$ cat config.mk
export PLATFORM = sky130hd
export DESIGN_NAME = seq_alu
export DESIGN_NICKNAME = d
export VERILOG_FILES = /design/src/rtl/seq_alu.sv
export SDC_FILE = /design/constraint.sdc
export NUM_CORES = 1
export LEC_CHECK = 0
export BUFFER_PORTS_ARGS = -buffer_cell sky130_fd_sc_hd__buf_2
export CAP_MARGIN = 20
export CELL_PAD_IN_SITES_DETAIL_PLACEMENT = 0
export CELL_PAD_IN_SITES_GLOBAL_PLACEMENT = 1
export CORE_MARGIN = 1
export CORE_UTILIZATION = 50
export CTS_CLUSTER_DIAMETER = 100
export DETAILED_ROUTE_END_ITERATION = 12
export GPL_ROUTABILITY_DRIVEN = 0
export GPL_TIMING_DRIVEN = 0
export PLACE_DENSITY_LB_ADDON = 0.1
export SYNTH_ARGS = -nofsm -noshare
export SYNTH_HDL_FRONTEND = slang
export SYNTH_SLANG_ARGS = --single-unit
$ cat constraint.sdc
create_clock -name clk -period 12.5 [get_ports clk]
set_clock_uncertainty 0.1 [all_clocks]
set_input_delay 1.875 -clock clk [delete_from_list [all_inputs] [get_ports clk]]
set_output_delay 1.875 -clock clk [all_outputs]
set_load 0.02 [all_outputs]
$ cat src/rtl/seq_alu.sv
// Registered ALU with a start/done handshake. Logic and add/sub/slt ops finish in
// one cycle. Unsigned multiply (shift-add) and divide (restoring) take WIDTH steps.
module seq_alu #(
  parameter int WIDTH = 32
) (
  input  logic             clk,
  input  logic             rst,
  input  logic             start,
  input  logic [3:0]       control,
  input  logic [WIDTH-1:0] a,
  input  logic [WIDTH-1:0] b,
  output logic [WIDTH-1:0] result,
  output logic [WIDTH-1:0] result_hi,
  output logic             overflow,
  output logic             zero,
  output logic             err,
  output logic             busy,
  output logic             done
);

  localparam int CW = $clog2(WIDTH) + 1;

  localparam logic [3:0] OP_AND  = 4'b0000;
  localparam logic [3:0] OP_OR   = 4'b0001;
  localparam logic [3:0] OP_ADD  = 4'b0010;
  localparam logic [3:0] OP_SUB  = 4'b0110;
  localparam logic [3:0] OP_SLT  = 4'b0111;
  localparam logic [3:0] OP_MUL  = 4'b1000;
  localparam logic [3:0] OP_DIV  = 4'b1001;
  localparam logic [3:0] OP_NOR  = 4'b1100;
  localparam logic [3:0] OP_NAND = 4'b1101;

  typedef enum logic [1:0] {IDLE, MUL, DIV} state_t;

  state_t           state, state_next;
  logic [CW-1:0]    count;
  logic [WIDTH-1:0] acc;   // product high half / partial remainder
  logic [WIDTH-1:0] lo;    // multiplier -> product low half / dividend -> quotient
  logic [WIDTH-1:0] opb;   // multiplicand / divisor
  logic             last;

  assign last = (count == CW'(WIDTH - 1));
  assign busy = (state != IDLE);

  // Single-cycle datapath, evaluated straight from the input operands.
  logic [WIDTH-1:0] sum, diff, sc_result;
  logic             add_ovf, sub_ovf, sc_ovf, sc_err;

  assign sum     = a + b;
  assign diff    = a - b;
  assign add_ovf = (a[WIDTH-1] == b[WIDTH-1]) && (sum[WIDTH-1] != a[WIDTH-1]);
  assign sub_ovf = (a[WIDTH-1] != b[WIDTH-1]) && (diff[WIDTH-1] != a[WIDTH-1]);

  // NOTE: every signal assigned in always_comb gets a default first, so no path
  // through the case can leave it unassigned and infer a latch.
  always_comb begin
    sc_result = '0;
    sc_ovf    = 1'b0;
    sc_err    = 1'b0;
    case (control)
      OP_ADD:  begin sc_result = sum;  sc_ovf = add_ovf; end
      OP_SUB:  begin sc_result = diff; sc_ovf = sub_ovf; end
      OP_AND:  sc_result = a & b;
      OP_OR:   sc_result = a | b;
      OP_NOR:  sc_result = ~(a | b);
      OP_NAND: sc_result = ~(a & b);
      OP_SLT:  sc_result = {{(WIDTH-1){1'b0}}, diff[WIDTH-1] ^ sub_ovf};
      OP_MUL, OP_DIV: ;
      default: sc_err = 1'b1;
    endcase
  end

  // One shift-add multiply step on the multiplier LSB.
  logic [WIDTH:0]   mul_sum;
  logic [WIDTH-1:0] mul_acc_next, mul_lo_next;

  assign mul_sum      = {1'b0, acc} + (lo[0] ? {1'b0, opb} : '0);
  assign mul_acc_next = mul_sum[WIDTH:1];
  assign mul_lo_next  = {mul_sum[0], lo[WIDTH-1:1]};

  // One restoring divide step; the compare uses the bit shifted out of acc so a
  // zero divisor (remainder unbounded) still yields all-ones quotient and rem = a.
  logic [WIDTH-1:0] div_shift, div_acc_next, div_lo_next;
  logic             div_ok;

  assign div_shift    = {acc[WIDTH-2:0], lo[WIDTH-1]};
  assign div_ok       = {acc, lo[WIDTH-1]} >= {1'b0, opb};
  assign div_acc_next = div_ok ? div_shift - opb : div_shift;
  assign div_lo_next  = {lo[WIDTH-2:0], div_ok};

  always_comb begin
    state_next = state;
    case (state)
      IDLE: if (start) begin
        if (control == OP_MUL)      state_next = MUL;
        else if (control == OP_DIV) state_next = DIV;
      end
      MUL, DIV: if (last) state_next = IDLE;
      default: state_next = IDLE;
    endcase
  end

  // NOTE: sequential state uses non-blocking assignments so every register
  // samples pre-edge values, independent of statement order.
  always_ff @(posedge clk or posedge rst) begin
    if (rst) state <= IDLE;
    else     state <= state_next;
  end

  always_ff @(posedge clk or posedge rst) begin
    if (rst) begin
      result    <= '0;
      result_hi <= '0;
      overflow  <= 1'b0;
      zero      <= 1'b1;
      err       <= 1'b0;
      done      <= 1'b0;
      count     <= '0;
      acc       <= '0;
      lo        <= '0;
      opb       <= '0;
    end else begin
      done <= 1'b0;
      case (state)
        IDLE: if (start) begin
          count <= '0;
          acc   <= '0;
          if (control == OP_MUL) begin
            lo  <= b;
            opb <= a;
          end else if (control == OP_DIV) begin
            lo  <= a;
            opb <= b;
          end else begin
            result    <= sc_result;
            result_hi <= '0;
            overflow  <= sc_ovf;
            zero      <= (sc_result == '0);
            err       <= sc_err;
            done      <= 1'b1;
          end
        end
        MUL: begin
          acc   <= mul_acc_next;
          lo    <= mul_lo_next;
          count <= count + CW'(1);
          if (last) begin
            result    <= mul_lo_next;
            result_hi <= mul_acc_next;
            overflow  <= 1'b0;
            zero      <= (mul_lo_next == '0);
            err       <= 1'b0;
            done      <= 1'b1;
          end
        end
        DIV: begin
          acc   <= div_acc_next;
          lo    <= div_lo_next;
          count <= count + CW'(1);
          if (last) begin
            result    <= div_lo_next;
            result_hi <= div_acc_next;
            overflow  <= 1'b0;
            zero      <= (div_lo_next == '0);
            err       <= (opb == '0);
            done      <= 1'b1;
          end
        end
        default: ;
      endcase
    end
  end

endmodule

==> out/qor.yml, run 1 <==
place_ws_ns: 4.81
first_pass_iters: 7
cts_tree: "built"
drt_iter0_markers: 2336
syn_inst: 2449
reg2reg_depth: 15
detail-route-antenna-nets: 0
gr-total-overflow: 0
start_kind: "primary input"
ctsHoldBuffers: 0
hold_end: "result[19]"
fp.dieW_um: 194
core-area_um2: 35900
synth_common_cells: "o21ai_0, nand2_1, nor2_1"
clk_path_buf_depth: 2
grt_max_degree: 95
cellPowerDensity_nw_per_um2: 179
ys.flop_type: "dfrtp_1"
synth_area_um2: 18400
wirelength_um: 74100
yosysMostFrequentCell: "o21ai_0"
hold_viol_final: 0
tightest_slew_ns: 1.20
maxSlewViolCount: 0
pin_count: 140
die_y_um: 194
clk_pin_slew_ns: 0.07
holdCritStartpoint: "result[19]"
worst_setup_path_end_kind: "flip-flop"
multi_input_area_um2: 12900
synth_edf_count: 0
fmax_ghz: 0.133
post_cts_resized: 0
vias: 20385
synth_seq_cells: 172
cap_violations: 0
r2r-end: "result_hi[31]"
place_inst: 3050
setup_viol: 0
hold-worst-slack_ns: 0.369
fin_ws_ns: 5.00
area_growth_pct: 10.1
worstReg2RegStart: "lo[0]"
cellLeakagePower_nw: 9.27
status: "finished clean"
vdd_ir_drop_max_mv: 0.114
antenna_found_initial: 0
port-buffer-count: 138
synth-seq-area-share_pct: 23.4
root_buffer: "clkbuf_16"
routed_via_density: 6.61
instances_no_fill: 3082
holdPathStages: 2
hpwl_um: 59100
syn_nets: 2698
required_ns: 12.78
hold_class: "reg2reg"
grt_first_pass_wirelength_um: 113000
drt_drc_violations_left: 0
post_drt_wl_per_cell_um: 24.0
htree_levels: 4
row_count: 69
synth_area_leader_cell: "dfrtp_1"
path_max_fanout: 6
crit_arrival_ns: 7.78
final_layout_size_suffix_gt1_share_pct: 9.47
postCtsSetupRepairBufs: 0
utilization_pct: 56.4
maxSlewHeadroom_pct: 18.8
async_flop_share_pct: 100
dieArea_um2: 37500
yosys.area.top_type_share_pct: 23.3
numCtsBuffers: 17
ff2ff_setup_slack_ns: 7.67
syn_area_per_cell_um2: 7.51
grt_pass1_vias: 19213
fin_crit_ns: 7.50
grt_setup_unrepaired: "false"
path_class: "in2reg"
synth.area.top_cells: "dfrtp_1, ha_1, o21ai_0"
cts_num_sinks: 172
grtUsageTotal_pct: 38.9
ys_warn_count: 0
fin_nets: 2857
initial_core_util_pct: 51.2
clk_latency_ns: 0.45
regArea_um2: 4310
fin_setup_tns_ns: 0
fillCellCount: 3509
finalCritPeriodShare_pct: 60.0
synth_cell_types: 90
[metal layers]
layer	up-vias	wire length, µm	GRT usage, %
met1	9618	29000	49.4
met3	266	7020	5.44
met5	-	0	0
met4	0	4220	21.3
li1	9275	-	-
met2	1226	33800	63.7
[power by group]
part / leakage, nW / switching, W / internal [W] / total (W)
clock network: 0.267 / 0.000249 / 0.000263 / 0.000513
registers: 2.26 / 0.000182 / 0.000740 / 0.000921
logic: 6.74 / 0.00146 / 0.000727 / 0.00218
[cell usage in the layout (no fill, tap or decap), drive strengths merged, types with 13 or more instances in the layout]
| cell | count |
|---|---|
| o21a | 16 |
| buf | 170 |
| o21bai | 22 |
| and3 | 17 |
| mux2 | 20 |
| a22oi | 26 |
| nand2b | 18 |
| mux2i | 57 |
| nor2b | 23 |
| nand4 | 20 |
| or2 | 13 |
| a22o | 27 |
| nor4 | 34 |
| nor2 | 234 |
| ha | 173 |
| clkbuf | 145 |
| a221o | 38 |
| o31ai | 21 |
| xor2 | 23 |
| o22ai | 23 |
| a31oi | 26 |
| o211ai | 23 |
| a21oi | 206 |
| nand3 | 42 |
| inv | 167 |
| o21ai | 261 |
| xnor2 | 31 |
| nand2 | 256 |
| dfrtp | 171 |
| a221oi | 14 |
| a211oi | 29 |
| nor3 | 45 |
| a21o | 50 |
[worst max-delay path, stage by stage]
cell and delay, ns:
buf_2 0.16, inv_1 0.13, ha_1 0.37, or3_1 0.38
clkbuf_1 0.17, nor3_1 0.41, nand2_1 0.11, a211o_1 0.35
nand3_2 0.17, nand2_1 0.11, a21oi_1 0.22, nor2_1 0.07
nor2_1 0.12, nor2_1 0.08, fa_1 0.46, nand4_1 0.11
a21oi_1 0.09, a221o_1 0.34, or4_1 0.56, nor4_1 0.20
and4_1 0.25, nand3_1 0.10, nor4_1 0.53, nand3_1 0.22
o211ai_2 0.18
[final cells by class]
type / instances / share of cell area (%)
Timing Repair Buffer: 140 / 3.60
Sequential cell: 172 / 21.3
Clock inverter: 13 / 0.538
Clock buffer: 18 / 2.17
Antenna cell: 1 / 0.0124
Buffer: 157 / 3.05
Multi-Input combinational cell: 1957 / 63.5
Tap cell: 461 / 2.85
Inverter: 163 / 3.06
[flip-flops by register name (all words and copies together), names as in the netlist]
name / count
err: 1
lo: 32
done: 1
zero: 1
opb: 32
state: 2
overflow: 1
result: 32
acc: 32
count: 6
result_hi: 32
[cells by family (layout without fill, tap and decap cells)]
kind of cell / after synthesis / count (layout) / synth area share (%)
adders and majority gates: 178 / 178 / 12.3
DFF: 172 / 172 / 23.4
xor gates and xnor gates: 54 / 54 / 2.57
AOI/OAI and AO/OA: 896 / 896 / 31.9
and+or+nand+nor: 752 / 752 / 18.8
buffers and inverters: 320 / 491 / 6.69
other: 0 / 1 / 0
muxes: 77 / 77 / 4.33
[through the flow]
step / cell area [µm²] / power [W]
2_1_floorplan: 18400 / 0.00232
5_1_grt: 20200 / 0.00383
3_5_place_dp: 19700 / 0.00305
4_1_cts: 20200 / 0.00356
3_3_place_gp: 19700 / 0.00300
6_report: 20300 / 0.00362
[worst max path at each step]
stage | start | to | slack [ns]
2_1_floorplan | rst | acc[0] | 5.87
3_3_place_gp | rst | result_hi[23] | 3.97
3_5_place_dp | b[3] | zero | 4.81
4_1_cts | b[3] | zero | 5.26
5_1_grt | b[3] | zero | 4.93
6_report | b[20] | zero | 5.00
No activity file was read; power rests on OpenSTA's default activity.
==> run 2, diff against run 1 <==
--- a/config.mk
+++ b/config.mk
@@ -10,7 +10,7 @@
 export CELL_PAD_IN_SITES_DETAIL_PLACEMENT = 0
 export CELL_PAD_IN_SITES_GLOBAL_PLACEMENT = 1
 export CORE_MARGIN = 1
-export CORE_UTILIZATION = 50
+export CORE_UTILIZATION = 46
 export CTS_CLUSTER_DIAMETER = 100
 export DETAILED_ROUTE_END_ITERATION = 12
 export GPL_ROUTABILITY_DRIVEN = 0
==> constraint.sdc (replaced) <==
create_clock -name clk -period 7.3 [get_ports clk]
set_clock_uncertainty 0.1 [all_clocks]
set_input_delay 1.095 -clock clk [delete_from_list [all_inputs] [get_ports clk]]
set_output_delay 1.095 -clock clk [all_outputs]
set_load 0.02 [all_outputs]
==> out/qor.yml, run 2 (same netlist as run 1, synthesis figures left out) <==
status: "finished clean"
instances_no_fill: 3141  # +1.9%
setup_viol: 0  # unchanged
htree_levels: 4  # unchanged
start_kind: "primary input"
fin_setup_tns_ns: 0  # unchanged
grt_max_degree: 118  # +24%
hpwl_um: 61000  # +3.1%
fp.dieW_um: 202  # +4.2%
ff2ff_setup_slack_ns: 2.58  # -5.09 ns
r2r-end: "acc[31]"
core-area_um2: 39000  # +8.6%
ctsHoldBuffers: 0  # unchanged
routed_via_density: 6.46  # -2.4%
post_cts_resized: 0  # unchanged
clk_pin_slew_ns: 0.07  # about the same
met1_usage_pct: 47.0  # -2.5 points
cap_violations: 0  # unchanged
worst_setup_path_end_kind: "flip-flop"
hold_end: "result[30]"
cellPowerDensity_nw_per_um2: 307  # +72%
postCtsSetupRepairBufs: 0  # unchanged
grt_pass1_vias: 19213  # unchanged
cts_num_sinks: 172  # unchanged
grt_setup_unrepaired: "false"
crit_arrival_ns: 6.89  # -0.89 ns
post_drt_wl_per_cell_um: 24.4  # +1.5%
final_common_cell: "o21ai_0"
reg2reg_depth: 15  # unchanged
fin_crit_ns: 6.60
cpMostUsedCell: "nor2_1"
met2_usage_pct: 61.0  # -2.7 points
grtUsageTotal_pct: 37.0  # -1.9 points
maxSlewViolCount: 0  # unchanged
area_growth_pct: 10.6
first_pass_iters: 7  # unchanged
hold_class: "reg2reg"
holdPathStages: 2  # unchanged
path_max_fanout: 7  # +1
finalCritPeriodShare_pct: 90.4
crit_chain: "buf_2 > inv_1 > ha_1 > or4_1 > nor3_1 > nand2_1 > a211o_1 > nand3_2 > nand2_1 > a21oi_1 > nor2_1 > nor2_1 > nor2_1 > fa_1 > nand4_1 > a21oi_1 > a221o_1 > or4_1 > nor4_1 > and4_1 > nand3_1 > nor4_1 > nand3_1 > o211ai_2"
tightest_slew_ns: 1.12  # -0.0842 ns
grt_first_pass_wirelength_um: 115000  # +2.2%
worstReg2RegStart: "lo[0]"
root_buffer: "clkbuf_16"
hold_viol_final: 0  # unchanged
final_layout_size_suffix_gt1_share_pct: 9.46  # about the same
gr-total-overflow: 0  # unchanged
place_inst: 3107  # +1.9%
clk_latency_ns: 0.46  # about the same
required_ns: 7.59  # -5.19 ns
fmax_ghz: 0.151
initial_core_util_pct: 47.1  # -4.1 points
antenna_found_initial: 1  # +1
die_y_um: 202  # +4.2%
drt_iter0_markers: 2115  # -9.5%
vdd_ir_drop_max_mv: 0.200  # +75%
numCtsBuffers: 17  # unchanged
cts_tree: "built"
path_class: "in2reg"
cellLeakagePower_nw: 9.27  # about the same
met3_usage_pct: 5.10  # -0.35 points
clk_path_buf_depth: 2  # unchanged
grt-busiest-layer: "met2"
holdCritStartpoint: "result[30]"
wirelength_um: 76600  # +3.4%
port-buffer-count: 138  # unchanged
utilization_pct: 52.1  # -4.3 points
critPathTopFamily: "simple AND/OR/NAND/NOR gates"
drt_drc_violations_left: 0  # unchanged
maxSlewHeadroom_pct: 25.6  # +6.7 points
pin_count: 140  # unchanged
fin_nets: 2858  # +0.035%
hold-worst-slack_ns: 0.368  # -0.000779 ns
detail-route-antenna-nets: 0  # unchanged
row_count: 72  # +4.3%
final_cell_mix: "o21ai_0, nand2_1, nor2_1"
dieArea_um2: 40800  # +8.6%
slowest_delay_ns: 0.58  # +0.02 ns
vias: 20278  # -0.52%
crit_buf_inv: 2  # -1
crit_slowest_cell: "or4_1"
## run 2: worst max path at each step
stage           from  endpoint  slack (ns)  depth (start not counted)
2_1_floorplan    rst    acc[0]        1.45                          1
3_3_place_gp     rst   acc[23]       -0.50                          2
3_5_place_dp    a[3]      zero        0.36                         25
4_1_cts         a[3]      zero        0.81                         25
5_1_grt         a[3]      zero        0.39                         25
6_report       b[16]      zero        0.70                         24
## run 2: cell type report
class / count / area (µm²)
fill: 3933 / 18700
timing repair buffer: 141 / 734
buffer: 157 / 618
tap: 518 / 648
sequential: 172 / 4310
multi-input combinational: 1957 / 12900
clock buffer: 22 / 474
inverter: 163 / 619
antenna: 1 / 2.50
clock inverter: 10 / 81.3
## run 2: layer usage
layer / vias up / part of all wire, %
met1: 9610 / 40
met5: - / 0
li1: 9264 / -
met4: 0 / 5.1
met2: 1186 / 46
met3: 218 / 8.4
## run 2: worst register-to-register path, cell delays in order (launching register included)
cell,delay (ns)
dfrtp_1,0.42
inv_1,0.25
clkbuf_1,0.42
nor2_1,0.09
ha_1,0.36
a211oi_1,0.40
o21ai_0,0.18
a311o_1,0.39
a21o_1,0.23
a41o_1,0.31
o221ai_1,0.41
o311ai_1,0.26
a21oi_1,0.20
o21bai_1,0.08
a22o_1,0.26
mux2_2,0.26
## run 2: power breakdown
group	switching (W)	total [W]	leakage [nW]	internal [W]
sequential	0.000305	0.00157	2.26	0.00127
combinational	0.00252	0.00376	6.75	0.00125
clock	0.000431	0.000899	0.262	0.000468
total	0.00325	0.00623	9.27	0.00298
## run 2: stage by stage
| stage | worst slack (ns) | total power, W | cell area (µm²) |
|---|---|---|---|
| global placement | -0.502 | 0.00518 | 19700 |
| finish | 0.697 | 0.00623 | 20300 |
| global route | 0.393 | 0.00660 | 20300 |
| CTS | 0.807 | 0.00615 | 20300 |
| detailed placement | 0.357 | 0.00525 | 19800 |
| floorplan | 1.45 | 0.00397 | 18400 |
